File: src/rtl/bcd_display_scanner_if.sv
// Conversion request/result and digit-scan bundle.
// master: requester/display side; slave: scanner.
interface bcd_display_scanner_if;
    logic        start;
    logic [8:0]  sum;
    logic        busy;
    logic        done;
    logic [15:0] bcd_all;
    logic [1:0]  sel;
    logic [3:0]  bcd;
    logic [3:0]  an;
    logic        blank;

    modport master (
        output start, sum,
        input  busy, done, bcd_all, sel, bcd, an, blank
    );

    modport slave (
        input  start, sum,
        output busy, done, bcd_all, sel, bcd, an, blank
    );
endinterface

File: src/rtl/bcd_display_scanner.sv
// Serial double-dabble 9-bit to BCD converter and 4-digit display scanner.
// Ports: clk, rst_n (async low), bus (start/sum in; busy/done/bcd_all/sel/bcd/an/blank out).
module bcd_display_scanner #(
    parameter int REFRESH_DIV = 50000
) (
    input  logic                 clk,
    input  logic                 rst_n,
    bcd_display_scanner_if.slave bus
);
    localparam int CW = (REFRESH_DIV > 1) ? $clog2(REFRESH_DIV) : 1;

    typedef enum logic [1:0] {IDLE, CONVERT, COMMIT} state_t;

    state_t        state_q;
    state_t        state_d;
    logic [8:0]    bin_q;
    logic [15:0]   acc_q;
    logic [15:0]   acc_adj;
    logic [3:0]    cnt_q;
    logic [15:0]   bcd_all_q;
    logic          done_q;
    logic [CW-1:0] rcnt_q;
    logic [1:0]    sel_q;

    always_ff @(posedge clk or negedge rst_n) begin
        if (!rst_n) state_q <= IDLE;
        else        state_q <= state_d;
    end

    always_comb begin
        state_d = state_q;
        unique case (state_q)
            IDLE:    if (bus.start) state_d = CONVERT;
            CONVERT: if (cnt_q == 4'd8) state_d = COMMIT;
            COMMIT:  state_d = IDLE;
            default: state_d = IDLE;
        endcase
    end

    // add-3 correction per nibble, no carry between nibbles
    always_comb begin
        acc_adj = acc_q;
        for (int i = 0; i < 4; i++) begin
            if (acc_q[4*i +: 4] > 4'd4)
                acc_adj[4*i +: 4] = acc_q[4*i +: 4] + 4'd3;
        end
    end

    always_ff @(posedge clk or negedge rst_n) begin
        if (!rst_n) begin
            bin_q     <= '0;
            acc_q     <= '0;
            cnt_q     <= '0;
            bcd_all_q <= '0;
            done_q    <= 1'b0;
        end else begin
            done_q <= 1'b0;
            unique case (state_q)
                IDLE: begin
                    if (bus.start) begin
                        bin_q <= bus.sum;
                        acc_q <= '0;
                        cnt_q <= '0;
                    end
                end
                CONVERT: begin
                    acc_q <= {acc_adj[14:0], bin_q[8]};
                    bin_q <= {bin_q[7:0], 1'b0};
                    cnt_q <= cnt_q + 4'd1;
                end
                COMMIT: begin
                    bcd_all_q <= acc_q;
                    done_q    <= 1'b1;
                end
                default: ;
            endcase
        end
    end

    // free-running digit scan, independent of the converter
    always_ff @(posedge clk or negedge rst_n) begin
        if (!rst_n) begin
            rcnt_q <= '0;
            sel_q  <= 2'b00;
        end else if (rcnt_q == CW'(REFRESH_DIV - 1)) begin
            rcnt_q <= '0;
            sel_q  <= sel_q + 2'b01;
        end else begin
            rcnt_q <= rcnt_q + 1'b1;
        end
    end

    // decoded from sel so anode, digit and blank switch together
    always_comb begin
        bus.bcd   = bcd_all_q[3:0];
        bus.an    = 4'b1110;
        bus.blank = 1'b0;
        unique case (sel_q)
            2'b00: begin
                bus.bcd   = bcd_all_q[15:12];
                bus.an    = 4'b0111;
                bus.blank = (bcd_all_q[15:12] == 4'd0);
            end
            2'b01: begin
                bus.bcd   = bcd_all_q[11:8];
                bus.an    = 4'b1011;
                bus.blank = (bcd_all_q[15:8] == 8'd0);
            end
            2'b10: begin
                bus.bcd   = bcd_all_q[7:4];
                bus.an    = 4'b1101;
                bus.blank = (bcd_all_q[15:4] == 12'd0);
            end
            2'b11: begin
                bus.bcd   = bcd_all_q[3:0];
                bus.an    = 4'b1110;
                bus.blank = 1'b0;
            end
            default: ;
        endcase
    end

    assign bus.busy    = (state_q != IDLE);
    assign bus.done    = done_q;
    assign bus.bcd_all = bcd_all_q;
    assign bus.sel     = sel_q;
endmodule

File: src/flat_wrapper.sv
// flat-port wrapper written by rule: the top's interface ports become plain ports
module bcd_display_scanner_flat 
#(
    parameter int REFRESH_DIV = 50000
)
  (clk, rst_n, bus_start, bus_sum, bus_busy, bus_done, bus_bcd_all, bus_sel, bus_bcd, bus_an, bus_blank);
  bcd_display_scanner_if bus_i ();
  input  logic clk;
  input  logic rst_n;
  input wire logic [$bits(bus_i.start)-1:0] bus_start;
  input wire logic [$bits(bus_i.sum)-1:0] bus_sum;
  output wire logic [$bits(bus_i.busy)-1:0] bus_busy;
  output wire logic [$bits(bus_i.done)-1:0] bus_done;
  output wire logic [$bits(bus_i.bcd_all)-1:0] bus_bcd_all;
  output wire logic [$bits(bus_i.sel)-1:0] bus_sel;
  output wire logic [$bits(bus_i.bcd)-1:0] bus_bcd;
  output wire logic [$bits(bus_i.an)-1:0] bus_an;
  output wire logic [$bits(bus_i.blank)-1:0] bus_blank;
  assign bus_i.start = bus_start;
  assign bus_i.sum = bus_sum;
  assign bus_busy = bus_i.busy;
  assign bus_done = bus_i.done;
  assign bus_bcd_all = bus_i.bcd_all;
  assign bus_sel = bus_i.sel;
  assign bus_bcd = bus_i.bcd;
  assign bus_an = bus_i.an;
  assign bus_blank = bus_i.blank;
  bcd_display_scanner #(.REFRESH_DIV(REFRESH_DIV)) u_core (.clk(clk), .rst_n(rst_n), .bus(bus_i));
endmodule
File: config.mk
export PLATFORM = sky130hd
export DESIGN_NAME = bcd_display_scanner_flat
export DESIGN_NICKNAME = d
export VERILOG_FILES = /design/src/rtl/bcd_display_scanner_if.sv /design/src/rtl/bcd_display_scanner.sv /design/src/flat_wrapper.sv
export SDC_FILE = /design/constraint.sdc
export NUM_CORES = 1
export LEC_CHECK = 0
export ABC_CLOCK_PERIOD_IN_PS = 2100
export CORE_MARGIN = 2
export CORE_UTILIZATION = 45
export DETAILED_ROUTE_END_ITERATION = 16
export GPL_ROUTABILITY_DRIVEN = 0
export PLACE_DENSITY = 0.67
export REMOVE_ABC_BUFFERS = 1
export SLEW_MARGIN = 20
export SYNTH_ARGS = -nofsm -noshare
export SYNTH_HDL_FRONTEND = slang
export SYNTH_SLANG_ARGS = --single-unit
File: constraint.sdc
create_clock -name clk -period 2.1 [get_ports clk]
set_input_delay 0.42 -clock clk [delete_from_list [all_inputs] [get_ports clk]]
set_output_delay 0.42 -clock clk [all_outputs]
set_load 0.01 [all_outputs]
==> results.tsv, run 1 <==
metric	value	unit
antenna_found_initial	0	
numCtsBuffers	9	
dieArea	0.007861	mm²
grt_pass1_vias	2398	
synth-warning-count	0	
postRouteAntennaNets	0	
rr_worst_depth	4	
dpl.hpwl	4.454	mm
die_x	88.67	µm
synth_cells	324	
fmaxAchievable	0.4699	GHz
path_class	reg2out	
synth_area	0.003226	mm²
crit_required	1680	ps
coreArea	0.006869	mm²
final_layout_size_suffix_gt1_share	16.36	%
slew_viol_final	0	
max_slew_margin	63.93	%
p_leak	1.832	nW
fin_area	0.004054	mm²
via_per_inst	5.100	
finalPower	0.005103	W
cts_root_buffer	clkbuf_8	
port_buffers	40	
status	complete, but fails checks	
r2r-start	u_core.rcnt_q[0]	
place_ws	-79.48	ps
htreeDepth	3	
wirelength	6.584	mm
cp_slowest_stage_delay	410	ps
area_delta_synth_final	25.68	%
dpl_cell_area	0.003824	mm²
fin_skew	10.22	ps
vias	2453	
clk_pin_slew	70	ps
nNetsFinal	406	
layout_commonest_cell	dfrtp_1	
fp-row-count	30	
overflow	0	
synth_cell_types	34	
irDropWorstVdd	0.5788	mV
ys_ff_latch	66	
critical_path_arrival	1710	ps
dr.pass1.iters	5	
clock_sinks	66	
hold_viol_final	0	
slowest_stage	a222oi_1	
utilization	59.02	%
grt_start_max_net_pins	67	
crit_path_end_kind	primary output	
pin_count	41	
syn_area_per_cell	9.956	µm²
whs	97.43	ps
rsz0062_at_grt	true	
wl_per_cell	13.69	µm
mostFrequentLayoutCells	dfrtp_1 (65), nand2_1 (33), o21ai_0 (33), clkdlybuf4s50_1 (30), inv_1 (22)	
tightest_slew	541.1	ps
hold_class	in2async	
setup_viol	2	
min_period	2128	ps
grt_pass1_wl	11.23	mm
finalWorstSetupSlack	-28.26	ps
period_share	101.3	%
clock_latency	330	ps
rrSetupSlack	500	ps
violations	setup timing	
drv_cap	0	
cts_tree	built	
start_util	46.96	%
diodes	0	
grt_util_all_layers	18.22	%
timing.rr.end	u_core.bus.sel[1]	
start_kind	flip-flop	
post-route-drc-count	0	
dr.first_iter.drc_count	180	
die_height	88.67	µm
synth_seq_area_share	51.20	%
cp_max_fo	5	
p_per_area	1259	mW/mm²
clk_path_buf_depth	2	
crit_chain	inv_1, ha_2, a222oi_1, a21oi_1, buf_2	
power breakdown:
group | switching [W] | internal [W] | leakage [nW]
combinational | 0.00102 | 0.00104 | 0.872
sequential | 0.000360 | 0.00167 | 0.863
clock | 0.000443 | 0.000572 | 0.0962
cells by family (layout without fill, tap and decap cells):
logic type / count (synthesis) / after routing / share of synthesized area, %
buffers and inverters: 37 / 98 / 4.577
AOI/OAI and AO/OA: 69 / 69 / 12.37
muxes: 14 / 14 / 4.732
and+or+nand+nor: 106 / 106 / 16.91
xor gates and xnor gates: 19 / 19 / 5.159
DFF: 66 / 66 / 51.20
adders and majority gates: 13 / 13 / 5.043
Yosys cell counts:
master | n | share of area (%)
or2_2 | 1 | 0.19
a22o_1 | 7 | 1.9
buf_2 | 4 | 0.62
a222oi_1 | 4 | 1.2
nand4_2 | 1 | 0.39
nand2_1 | 33 | 3.8
or4_1 | 1 | 0.23
mux2i_1 | 4 | 1.2
nor3_1 | 13 | 2.0
nor3b_1 | 8 | 1.9
a21o_1 | 2 | 0.47
xor2_1 | 6 | 1.6
nand3_2 | 1 | 0.31
xnor2_1 | 13 | 3.5
nand4_1 | 3 | 0.58
a21oi_1 | 22 | 3.4
buf_4 | 1 | 0.23
clkbuf_1 | 7 | 0.81
nor4_2 | 2 | 0.78
nor3_2 | 1 | 0.31
o21ai_0 | 33 | 5.1
ha_1 | 13 | 5.0
inv_1 | 23 | 2.7
nand3_1 | 12 | 1.9
clkinv_1 | 2 | 0.23
mux2_2 | 10 | 3.5
nor4_1 | 3 | 0.58
nor4b_2 | 1 | 0.47
o21bai_1 | 1 | 0.23
nor2_1 | 20 | 2.3
and3_1 | 1 | 0.19
dfrtp_1 | 66 | 51
nand2b_1 | 3 | 0.58
nor2b_1 | 2 | 0.39
routing by layer:
metal / vias up / track usage [%] / wire length, µm
met2: 44 / 28.63 / 3003
met3: 8 / 2.892 / 238
met1: 1168 / 25.87 / 3268
met4: 0 / 6.061 / 74
li1: 1233 / - / -
met5: - / 0 / 0
state kept, by name (all words and copies together), names as in the netlist:
signal,flops
u_core.acc_q,16
u_core.bus.bcd_all,16
u_core.rcnt_q,16
u_core.bus.sel,2
u_core.bin_q,9
u_core.bus.done,1
u_core.cnt_q,4
u_core.state_q,2
worst max-delay path by stage:
stage,from,to,slack [ps],depth (start not counted)
after floorplan,u_core.state_q[0],u_core.acc_q[11],90,3
after global placement,u_core.bus.sel[0],bus_bcd[1],40,5
final,u_core.bus.sel[1],bus_bcd[1],-30,5
after global routing,u_core.bus.sel[1],bus_bcd[3],-110,5
after detailed placement,u_core.bus.sel[0],bus_bcd[1],-80,5
after CTS,u_core.bus.sel[1],bus_bcd[3],-30,5
critical path: cells and delay by family (launching register included):
family | cells | cell delay (ps)
adders and majority gates | 1 | 220
buffers and inverters | 2 | 260
AOI/OAI and AO/OA | 2 | 530
DFF | 1 | 380
through the flow:
stage,TNS [ps],std cells
floorplan,0,312
global placement,0,464
detailed placement,-159.1,464
CTS,-62.57,481
global route,-430.7,481
finish,-31.88,481
area by class of cell:
type	count	area, µm²
clock buffers	12	145.1
clock inverters	3	40.04
fillers	593	2815
inverters	25	93.84
multi-input cells	221	1474
flip-flops and latches	66	1653
well taps	96	120.1
repair buffers	58	528.0
repair_timing:
item                                    4_1_cts  5_1_grt
hold endpoints to repair                      0        0
buffers inserted                              2        0
gates resized for setup                      28        5
pin swaps                                     8        6
hold buffers                                  0        0
endpoints found under the setup margin        7        8
Note: power is estimated with default switching activity, not from simulation.
==> run 2, diff against run 1 <==
GPL_TIMING_DRIVEN = 1   (was default)
TNS_END_PERCENT = 10   (was default)
==> run 2 against run 1 <==
The flow still finishes with violations (setup timing). Setup slack lost 5.7 ps. Critical path depth unchanged. Register-to-register slack about the same. Cell count unchanged. Cell area barely moved. Die area did not move. Sequential power barely moved. Clock skew barely moved. Non-clock buffer count unchanged. Highest routed layer unchanged.
==> results.tsv, run 2 (synthesized netlist as in run 1, its figures left out) <==
metric	value	unit	change
rsz0062_at_grt	true		unchanged
tightest_slew	546.3	ps	was 541.1 ps
finalPower	0.005111	W	was 0.005103 W
p_int	0.003288	W	was 0.003283 W
period_share	101.6	%	was 101.3%
htreeDepth	3		unchanged
fin_area	0.004055	mm²	was 0.004054 mm²
r2r-start	u_core.rcnt_q[0]		unchanged
fin_cells	481		unchanged
hold_class	in2async		unchanged
dpl_cell_area	0.003824	mm²	unchanged
grt_util_all_layers	18.09	%	was 18.22%
wl_per_cell	13.62	µm	was 13.69 µm
mostFrequentLayoutCells	dfrtp_1 (65), nand2_1 (33), o21ai_0 (33), clkdlybuf4s50_1 (31), inv_1 (22)		was dfrtp_1 (65), nand2_1 (33), o21ai_0 (33), clkdlybuf4s50_1 (30), inv_1 (22)
cts_root_buffer	clkbuf_8		unchanged
switching_power	0.001823	W	was 0.001821 W
finalWorstSetupSlack	-34.00	ps	was -28.26 ps
start_kind	flip-flop		unchanged
pwr-share-clk	19.9	%	about the same
die_x	88.67	µm	unchanged
netSwitchingFraction	35.67	%	was 35.68%
cp_max_fo	5		unchanged
clk_path_buf_depth	2		unchanged
layout_commonest_cell	dfrtp_1		unchanged
crit_start	u_core.bus.sel[1]		unchanged
dp_cells	464		unchanged
clk_pin_slew	70	ps	about the same
clock_latency	330	ps	about the same
port_buffers	40		unchanged
die_height	88.67	µm	unchanged
max_slew_margin	63.58	%	was 63.93%
pin_count	41		unchanged
crit_chain	buf_6, ha_4, a222oi_1, a21oi_1, buf_2		was inv_1, ha_2, a222oi_1, a21oi_1, buf_2
crit_required	1680	ps	about the same
via_per_inst	5.106		was 5.100
drv_cap	0		unchanged
antenna_found_initial	0		unchanged
vias	2456		was 2453
violations	setup timing		unchanged
dieArea	0.007861	mm²	unchanged
p_per_area	1260	mW/mm²	was 1259 mW/mm²
fp-row-count	30		unchanged
fmaxAchievable	0.4686	GHz	was 0.4699 GHz
cts_tree	built		unchanged
utilization	59.03	%	was 59.02%
status	complete, but fails checks		unchanged
p_leak	1.834	nW	was 1.832 nW
path_class	reg2out		unchanged
numCtsBuffers	9		unchanged
crit_path_end_kind	primary output		unchanged
grt_pass1_vias	2377		was 2398
critical_path_arrival	1710	ps	about the same
final_layout_size_suffix_gt1_share	16.36	%	unchanged
setup_viol	2		unchanged
wirelength	6.553	mm	was 6.584 mm
p_seq_share	39.7	%	was 39.8%
slowest_stage	a222oi_1		unchanged
grt_pass1_wl	11.16	mm	was 11.23 mm
grt_start_max_net_pins	67		unchanged
area_delta_synth_final	25.72	%	was 25.68%
nNetsFinal	406		unchanged
start_util	46.96	%	unchanged
dpl.hpwl	4.454	mm	unchanged
cp_slowest_stage_delay	420	ps	was 410 ps
coreArea	0.006869	mm²	unchanged
cts-hold-fix-buffers	0		unchanged
fin_skew	10.16	ps	was 10.22 ps
setup-tns-final	-44.55	ps	was -31.88 ps
overflow	0		unchanged
dr.first_iter.drc_count	183		was 180
hold_viol_final	0		unchanged
post-route-drc-count	0		unchanged
irDropWorstVdd	0.5771	mV	was 0.5788 mV
slew_viol_final	0		unchanged
postRouteAntennaNets	0		unchanged
dr.pass1.iters	4		was 5
diodes	0		unchanged
clock_sinks	66		unchanged
comb_power_share	40.4	%	was 40.3%
min_period	2134	ps	was 2128 ps
[run 2: power by group through the flow]
| stage | registers (W) | clock network [W] | logic, W |
|---|---|---|---|
| floorplan | 0.00206 | 0 | 0.00113 |
| global placement | 0.00203 | 0 | 0.00204 |
| detailed placement | 0.00204 | 0 | 0.00210 |
| CTS | 0.00203 | 0.00105 | 0.00209 |
| global route | 0.00209 | 0.00111 | 0.00232 |
| finish | 0.00203 | 0.00102 | 0.00206 |
[run 2: what timing repair did]
action / 4_1_cts / 5_1_grt
pin swaps: 8 / 9
gates resized for setup: 27 / 7
endpoints found under the setup margin: 7 / 8
buffers inserted: 2 / 0
[run 2: critical path: cells and delay by family, from the launching register on]
kind            cells  cell delay [ps]
flops               1              400
buf+inv             2              280
compound gates      2              550
fa+ha+maj           1              160
[run 2: layout make-up]
| cell class | instances | area (µm²) |
|---|---|---|
| Timing Repair Buffer | 58 | 526.8 |
| Tap cell | 96 | 120.1 |
| Fill cell | 589 | 2814 |
| Clock inverter | 3 | 40.04 |
| Sequential cell | 66 | 1653 |
| Inverter | 25 | 96.34 |
| Clock buffer | 12 | 145.1 |
| Multi-Input combinational cell | 221 | 1474 |
[run 2: path summary, 6_finish.rpt]
path                       slack [ps]                 to  cells past startpoint
hold / removal                    100    u_core.acc_q[2]                      2
hold reg to reg                   480   u_core.rcnt_q[0]                      1
min in group clk                  480   u_core.rcnt_q[0]                      1
setup / recovery                  -30         bus_bcd[1]                      5
max in group asynchronous        1710  u_core.bus.sel[0]                      2
setup reg to reg                  500  u_core.bus.sel[1]                      4
[run 2: metrics by stage]
stage | worst slack [ps] | hold WS, ps
6_report | -34.00 | 99.29
3_3_place_gp | 44.15 | 461.9
4_1_cts | -41.61 | 108.1
2_1_floorplan | 91.55 | 124.4
3_5_place_dp | -79.48 | 468.0
5_1_grt | -109.3 | 120.8
[run 2: per-layer routing]
layer  track usage (%)  routed length, µm
met3             2.892                205
met1             25.99               3254
met5                 0                  0
met4             6.061                 74
met2             28.02               3019
